$ cat config.mk
export PLATFORM = sky130hd
export DESIGN_NAME = sram_fifo_reader
export DESIGN_NICKNAME = d
export VERILOG_FILES = /design/src/rtl/sram_fifo_reader.sv
export SDC_FILE = /design/constraint.sdc
export NUM_CORES = 1
export LEC_CHECK = 0
export CAP_MARGIN = 30
export CORE_MARGIN = 5
export CORE_UTILIZATION = 45
export DETAILED_ROUTE_END_ITERATION = 7
export GPL_TIMING_DRIVEN = 0
export HOLD_SLACK_MARGIN = 0.06
export PLACE_DENSITY = 0.73
export SLEW_MARGIN = 20
export SYNTH_ARGS = -nofsm -noshare
export SYNTH_HDL_FRONTEND = slang
export SYNTH_SLANG_ARGS = --single-unit
$ cat constraint.sdc
create_clock -name clk_i -period 2.4 [get_ports clk_i]
set_input_delay 0.24 -clock clk_i [delete_from_list [all_inputs] [get_ports clk_i]]
set_output_delay 0.24 -clock clk_i [all_outputs]
set_load 0.01 [all_outputs]
$ cat src/rtl/sram_fifo_reader.sv
// Read-side adapter for a BRAM-backed synchronous FIFO. Pops the FIFO on credit,
// follows the fixed BRAM read latency, catches the returning words in a small
// circular buffer and offers them downstream as a registered valid/ready stream.
module sram_fifo_reader #(
  parameter int unsigned DATA_WIDTH   = 64,
  parameter int unsigned READ_LATENCY = 1,
  parameter int unsigned BUF_DEPTH    = READ_LATENCY + 2
) (
  input  logic                               clk_i,
  input  logic                               rst_i,
  input  logic                               flush_i,
  input  logic                               fifo_empty_i,
  output logic                               fifo_pop_o,
  input  logic [DATA_WIDTH-1:0]              fifo_data_i,
  output logic                               valid_o,
  input  logic                               ready_i,
  output logic [DATA_WIDTH-1:0]              data_o,
  output logic [$clog2(BUF_DEPTH+1)-1:0]     level_o
);

  localparam int unsigned CntW = $clog2(BUF_DEPTH + 1);
  localparam int unsigned PtrW = $clog2(BUF_DEPTH);
  localparam int unsigned InfW = $clog2(READ_LATENCY + 1);

  logic [DATA_WIDTH-1:0]   mem_q [BUF_DEPTH];
  logic [PtrW-1:0]         rd_ptr_q, rd_ptr_d;
  logic [PtrW-1:0]         wr_ptr_q, wr_ptr_d;
  logic [CntW-1:0]         count_q, count_d;
  logic [READ_LATENCY-1:0] ret_sr_q, ret_sr_d;
  logic [InfW-1:0]         inflight_q, inflight_d;
  logic                    flush_q;

  logic            ret_valid;
  logic            wr_en;
  logic            hs;
  logic [CntW:0]   credit_used;

  // Wrap for a possibly non-power-of-two depth.
  function automatic logic [PtrW-1:0] ptr_inc(input logic [PtrW-1:0] p);
    return (p == PtrW'(BUF_DEPTH - 1)) ? '0 : p + PtrW'(1);
  endfunction

  // Credit check, handshake and return decode.
  always_comb begin
    credit_used = {1'b0, count_q} + (CntW + 1)'(inflight_q);
    // The FIFO applies flush a cycle late, so flush_q also blocks pops.
    fifo_pop_o  = !fifo_empty_i && !rst_i && !flush_i && !flush_q &&
                  (credit_used < (CntW + 1)'(BUF_DEPTH));
    ret_valid   = ret_sr_q[READ_LATENCY-1];
    // A word landing in the flush cycle is discarded.
    wr_en       = ret_valid && !flush_i;
    valid_o     = (count_q != '0) && !rst_i;
    level_o     = rst_i ? '0 : count_q;
    hs          = valid_o && ready_i;
    data_o      = mem_q[rd_ptr_q];
  end

  // Next-state for pointers, occupancy and in-flight tracking.
  always_comb begin
    rd_ptr_d   = rd_ptr_q;
    wr_ptr_d   = wr_ptr_q;
    count_d    = count_q;
    ret_sr_d   = READ_LATENCY'({ret_sr_q, fifo_pop_o});
    inflight_d = inflight_q + InfW'(fifo_pop_o) - InfW'(ret_valid);
    if (wr_en) wr_ptr_d = ptr_inc(wr_ptr_q);
    if (hs)    rd_ptr_d = ptr_inc(rd_ptr_q);
    case ({wr_en, hs})
      2'b10:   count_d = count_q + CntW'(1);
      2'b01:   count_d = count_q - CntW'(1);
      default: count_d = count_q;
    endcase
    // A handshake in the flush cycle still leaves the buffer, but the clear wins.
    if (flush_i) begin
      rd_ptr_d   = '0;
      wr_ptr_d   = '0;
      count_d    = '0;
      ret_sr_d   = '0;
      inflight_d = '0;
    end
  end

  // Control state registers.
  always_ff @(posedge clk_i) begin
    if (rst_i) begin
      rd_ptr_q   <= '0;
      wr_ptr_q   <= '0;
      count_q    <= '0;
      ret_sr_q   <= '0;
      inflight_q <= '0;
      flush_q    <= 1'b0;
    end else begin
      rd_ptr_q   <= rd_ptr_d;
      wr_ptr_q   <= wr_ptr_d;
      count_q    <= count_d;
      ret_sr_q   <= ret_sr_d;
      inflight_q <= inflight_d;
      flush_q    <= flush_i;
    end
  end

  // Buffer storage; cleared on reset so data_o starts at zero.
  always_ff @(posedge clk_i) begin
    if (rst_i) begin
      mem_q <= '{default: '0};
    end else if (wr_en) begin
      mem_q[wr_ptr_q] <= fifo_data_i;
    end
  end

  // The credit rule must keep a returning word from finding the buffer full.
  overflow_a: assert property (@(posedge clk_i) disable iff (rst_i)
                               !(wr_en && (count_q == CntW'(BUF_DEPTH))));

endmodule

-- Yosys cells after proc, flatten, opt, wreduce, memory -nomap -nowiden
Cells that the tools add are included.
- register bits after elaboration: 201
- word-level logic and storage cells: 51
- $add $sub $neg: 7
- magnitude comparators: 4
- equality and inequality tests: 4
- multiplexer cells: 10
- bitwise gates (word level): 2
- reduce and logical (&&, ||, !) cells: 15
- operators by type and width (kind ; count):
    bitwise mux 192 bit ; 1
    2-to-1 mux 64 bit ; 3
    binary-select mux 64 bit (select 2 bit) ; 1
    demux 64 bit (select 2 bit) ; 1
    logical AND 1 bit ; 8
    adder 2 x 1 -> 2 bit (second input constant) ; 3
    == test 2 bit (second input constant) ; 3
    greater-or-equal comparator 3 bit (second input constant) ; 2
    2-to-1 mux 2 bit ; 3
    NOT 2 -> 3 bit ; 2
    zero test 1 bit ; 4
    one-hot mux 2 bit (2 select lines) ; 1
    nonzero test 2 bit ; 2
    adder 2 x 1 -> 3 bit ; 1
    less-than comparator 3 x 1 -> 1 bit (second input constant) ; 1
    less-than comparator 3 x 2 -> 1 bit (second input constant) ; 1
    == test 2 x 1 -> 1 bit (second input constant) ; 1
    OR reduction 2 bit ; 1
    subtractor 2 x 1 -> 2 bit (second input constant) ; 1
    adder 1 bit ; 1
    subtractor 1 bit ; 1

-- Depth between registers and ports, before layout
Gate-level depths: netlist of run 1.
- depth after elaboration: 7
- gate-level depth with buffers: 7
- mapped depth without buffers: 6

-- Worst setup path before layout of run 1
No wires, ideal clock.
- kind: register to output
- start: reg count_q[0]
- end: out fifo_pop_o
- arrival time: 1.504 ns
- data required time: 2.160 ns
- path slack: 0.656 ns
- stages on the path, launching flop included: 5
- buffers on the path: 0
- path through: dfxtp_1 -> ha_1 -> ha_1 -> a2111oi_2 -> nor2b_1
- cells in the longest elaborated chain, start to end: 3
- RTL lines (item ; RTL line ; source):
    start: declaration ; 28 ; logic [CntW-1:0] count_q, count_d;
    start signal: assignment ; 94 ; count_q <= count_d;
    adder 2 x 1 -> 3 bit ; 45 ; credit_used = {1'b0, count_q} + (CntW + 1)'(inflight_q);
    less-than comparator 3 x 2 -> 1 bit ; 48 ; (credit_used < (CntW + 1)'(BUF_DEPTH));
    logical AND 1 bit ; 47 ; fifo_pop_o = !fifo_empty_i && !rst_i && !flush_i && !flush_q &&
    end: declaration ; 13 ; output logic fifo_pop_o,
Every way passes these cells.

-- Worst setup path in the final report of run 1
Same ends and word-level chain as after synthesis.

==> impl_metrics.toml, run 1 <==
[synth]
syn-cell-area_mm2 = 0.00841
synth.distinct_cells = 25
yosys.area.top_type = "dfxtp_1"
synthTopCellsByArea = "dfxtp_1, nand2_1, a21oi_1"
syn_area_per_cell_um2 = 7.64
synth-seq-cells = 201
synth_top_area_share_pct = 47.9
seq_area_frac_synth_pct = 47.9
syn_nets = 1172
synth_ff_type = "dfxtp_1"
netlist_instances = 1100
synth-edff-count = 0
synth_warnings = 0
yosys.cell_count.top_type = "nand2_1"
synth-async-reset-ratio_pct = 0
synth_common_cells = "nand2_1, dfxtp_1, a21oi_1, o21ai_0, mux2i_1"

[floorplanning]
die_w_um = 147
io_pins = 137
die_h_um = 147
rows = 50
start_util_pct = 45.4
core_mm2 = 0.0185
die_area_mm2 = 0.0215

[worst_setup_path]
crit_type = "reg2out"
r2r_start = "count_q[0]"
required_ns = 2.16
r2r-end = "inflight_q"
cp-startpoint = "count_q[0]"
arrival_ns = 2.10
r2r_cells = 6
worst_setup_path_start_kind = "register"
crit_path_end_kind = "primary output"
rrSetupSlack_ns = 0.66
path_max_fanout = 5

[placed_design]
place_inst = 1469
io_buffer_count = 135
gp_congestion = 0.828
dpl.hpwl_um = 15800

[clock_tree]
clock_sinks = 201
cts_tree = "done"
htreeDepth = 1
cts_buffers = 21
cts.path.max_buffers = 3
clock_latency_ns = 0.49
holdBufCountCts = 0
cts-root-buf = "clkbuf_16"
clkTransAtPathRegs_ns = 0.06

[timing]
fmax_ghz = 0.428
period_share_pct = 97.3
hold_violations = 0
max_slew_margin_pct = 52.5
min_period_ns = 2.34
worstMarginPinSlew_ns = 0.712
setup_viol = 0
drv_slew = 0
fin_skew_ns = 0.0116

[run_status]
status = "completed"

[drt]
ant_nets = 0
drc = 0
drt_iter0_markers = 467
drt-pass1-iter-count = 5
post_drt_wl_per_cell_um = 15.7
routed_wl_um = 23700
vias_per_cell = 5.14
vias = 7772

[global_routing]
grtUsageTotal_pct = 21.4
grt_pass1_wl_um = 38400
grt_max_degree = 14
first_global_vias = 7475
gr-total-overflow = 0
antenna_found_initial = 1

[layout]
area_growth_pct = 27.6
final_nets = 1336
drive_gt1_share_pct = 9.48
fin_cells = 1512

[hold_path]
hold_depth = 3
hold_end = "mem_q[71]"
hp-start = "fifo_data_i[7]"
timing.hold.worst.class = "in2reg"

[power_and_ir_drop]
power.leakage_nw = 3.70
ir_drop_mv = 0.553
powerDensity_mw_per_mm2 = 645
p_total_mw = 6.92

[run]
drv_cap = 0
flip-flops by register name, summed over array words and instances, names as in the netlist:
name,count
count_q,2
flush_q,1
inflight_q,1
mem_q,192
rd_ptr_q,2
ret_sr_q,1
wr_ptr_q,2
worst max path at each step:
stage,cells past startpoint,endpoint
global route,5,fifo_pop_o
detailed placement,7,data_o[1]
CTS,6,data_o[33]
global placement,7,data_o[63]
floorplan,4,fifo_pop_o
finish,5,fifo_pop_o
layout by cell type, fill, tap and decap left out, drive strengths merged:
master	count
a2111oi	1
a21oi	195
and4bb	2
buf	63
clkbuf	85
clkdlybuf4s15	4
clkdlybuf4s50	70
clkinv	1
clkinvlp	1
dfxtp	201
diode	1
dlygate4sd2	41
ha	3
mux2	1
mux2i	65
nand2	449
nand2b	2
nand4bb	2
nor2	7
nor2b	6
nor4b	1
o21ai	67
or2	2
or3	1
or4	1
or4b	2
xnor2	2
xor2	2
power by group:
part | switching (mW) | internal (mW) | total, mW
Sequential | 0.0127 | 3.36 | 3.37
Clock | 1.29 | 1.88 | 3.18
Combinational | 0.196 | 0.170 | 0.366
Total | 1.50 | 5.41 | 6.92
layout make-up:
class	count	area, um^2
fill	1750	7790
sequential	201	4030
clock buffer	34	664
clock inverter	2	16.3
timing repair buffer	141	1250
tap	234	293
antenna	1	2.50
multi-input combinational	811	3940
buffer	88	533
kinds of logic (layout without fill, tap and decap cells):
group	after synthesis	after routing	share of synthesized area (%)
AO/OA/AOI/OAI	263	263	15.8
XOR/XNOR	4	4	0.417
adder cells (fa/ha/maj)	3	3	0.447
buffers and inverters	88	265	5.43
flip-flops	201	201	47.9
multiplexers	66	66	7.87
other	0	1	0
AND/OR/NAND/NOR	475	475	22.2
through the flow:
step | setup TNS, ns | utilization [%] | area, um^2 | setup slack, ns | hold slack [ns]
5_1_grt | -0.0188 | 57.9 | 10700 | -0.0188 | 0.364
6_report | 0 | 57.9 | 10700 | 0.0645 | 0.366
4_1_cts | -0.00537 | 58.1 | 10800 | -0.00537 | 0.346
2_1_floorplan | 0 | - | 8410 | 0.656 | 0.368
3_5_place_dp | -8.24 | 54.3 | 10000 | -0.216 | 0.446
3_3_place_gp | -7.73 | 54.3 | 10000 | -0.203 | 0.441
metal layers:
layer	GRT usage (%)	vias to the layer above	wire [um]
li1	-	3934	-
met1	28.6	3598	10500
met2	36.6	204	11400
met3	3.07	36	1290
met4	5.41	0	561
met5	0	-	0
what timing repair did:
| action | CTS | global route |
|---|---|---|
| gates resized for setup | 102 | 49 |
| endpoints found under the setup margin | 65 | 42 |
| pin swaps | 1 | 1 |
| setup buffers | 3 | 3 |
critical path, cell delays in order, from the launching register on:
cell and delay, ns:
dfxtp_2 0.34, ha_1 0.20, ha_1 0.32, a2111oi_4 0.41
nor2b_2 0.20, buf_4 0.13
Power figures use the tool's default switching activity.
==> inputs of run 2 (changes only) <==
CAP_MARGIN = 10   (was 30)
==> results of run 2 <==
Final layout, timing and power as in run 1 (identical DEF).
==> inputs of run 3 (changes only) <==
PLACE_DENSITY = 0.7   (was 0.73)
==> impl_metrics.toml, run 3 (synthesized netlist as in run 1, its figures left out) <==
[floorplanning]
die_area_mm2 = 0.0215
io_pins = 137
start_util_pct = 45.4
rows = 50
core_mm2 = 0.0185
die_w_um = 147
die_h_um = 147

[placed_design]
io_buffer_count = 135
gp_congestion = 0.809
dp_slack_ns = -0.348
placed_cell_area_mm2 = 0.0100
dpl.hpwl_um = 16000

[global_routing]
antenna_found_initial = 1
grtUsageTotal_pct = 21.3
gr-total-overflow = 0
first_global_vias = 7395
grt_max_degree = 14
grt_pass1_wl_um = 38200

[drt]
drt-pass1-iter-count = 6
post_drt_wl_per_cell_um = 15.8
vias_per_cell = 5.16
drt_iter0_markers = 363
drc = 0
routed_wl_um = 23900
ant_nets = 0
vias = 7802

[worst_setup_path]
crit_path_frequent_cell = "buf_4"
crit_path_end_kind = "primary output"
crit_path_top_delay_cell = "dlygate4sd2_1"
path_max_fanout = 10
required_ns = 2.16
cp-startpoint = "rd_ptr_q[0]"
r2r_start = "wr_ptr_q[1]"
path_cells = "buf_2 > buf_4 > buf_4 > mux2i_1 > o21ai_0 > dlygate4sd2_1"
critPathMaxStageDelay_ns = 0.31
crit_type = "reg2out"
worst_setup_path_start_kind = "register"
arrival_ns = 2.14

[layout]
fin_area_mm2 = 0.0108
final_common_cell = "nand2_1"
final_nets = 1334
drive_gt1_share_pct = 8.84
largest_reg_flops = 192
diodes = 0
top_register = "mem_q"
final_cell_mix = "nand2_1, dfxtp_1, a21oi_1"
area_growth_pct = 28.5

[power_and_ir_drop]
power.leakage_nw = 3.76
ir_drop_mv = 0.467
p_total_mw = 7.25
powerDensity_mw_per_mm2 = 672

[timing]
max_slew_margin_pct = 56.9
period_share_pct = 99.2
min_period_ns = 2.38
fmax_ghz = 0.420
fin_skew_ns = 0.00722
worstMarginPinSlew_ns = 0.646
rsz0062_at_grt = "true"
setup_tns_ns = 0
hold_slack_ns = 0.359
drv_slew = 0
hold_violations = 0
fin_ws_ns = 0.0182
setup_viol = 0

[clock_tree]
clock_sinks = 201
clock_latency_ns = 0.50
cts_buffers = 22
clkTransAtPathRegs_ns = 0.06
cts-root-buf = "clkbuf_16"
cts.path.max_buffers = 3
cts_tree = "done"
holdBufCountCts = 0
htreeDepth = 1

[run_status]
status = "completed"

[hold_path]
timing.hold.worst.class = "in2reg"
hp-start = "fifo_data_i[46]"

[run]
drv_cap = 0
run 3: cell type report:
cell class | count | area [um^2]
Multi-Input combinational cell | 811 | 3960
Buffer | 88 | 514
Clock inverter | 7 | 110
Timing Repair Buffer | 138 | 1250
Sequential cell | 201 | 4030
Clock buffer | 33 | 643
Tap cell | 234 | 293
Fill cell | 1775 | 7720
run 3: stage by stage:
step / std cells / util, %
global route: 1512 / 58.3
global placement: 1469 / 54.3
finish: 1512 / 58.3
CTS: 1511 / 58.4
detailed placement: 1469 / 54.3
floorplan: 1100 / -
run 3: timing repair:
item	4_1_cts	5_1_grt
setup endpoints to repair	65	50
setup buffers	2	1
hold endpoints to repair	0	0
gates resized for setup	105	21
pin swaps	1	1
run 3: report_power, final:
part,switching [mW],internal [mW]
sequential,0.0126,3.36
clock,1.34,2.17
combinational,0.196,0.170
run 3: final timing paths:
kind / to / slack, ns / cells after the start
max: data_o[34] / 0.02 / 6
min reg2reg: mem_q[13] / 0.45 / 2
min: mem_q[174] / 0.36 / 3
max reg2reg: mem_q[113] / 0.74 / 5
run 3: routing by layer:
layer | share of wire, % | up-vias | track usage [%]
met4 | 1.3 | 2 | 4.37
met5 | 0.046 | - | 0
met3 | 6.5 | 29 | 3.91
li1 | - | 3927 | -
met1 | 43 | 3636 | 27.7
met2 | 49 | 208 | 37.1
run 3: worst max-delay path, delay by kind of cell, from the launching register on:
family / cells / cell delay [ns]
buffers and inverters: 4 / 0.93
DFF: 1 / 0.30
muxes: 1 / 0.28
AOI/OAI and AO/OA: 1 / 0.13
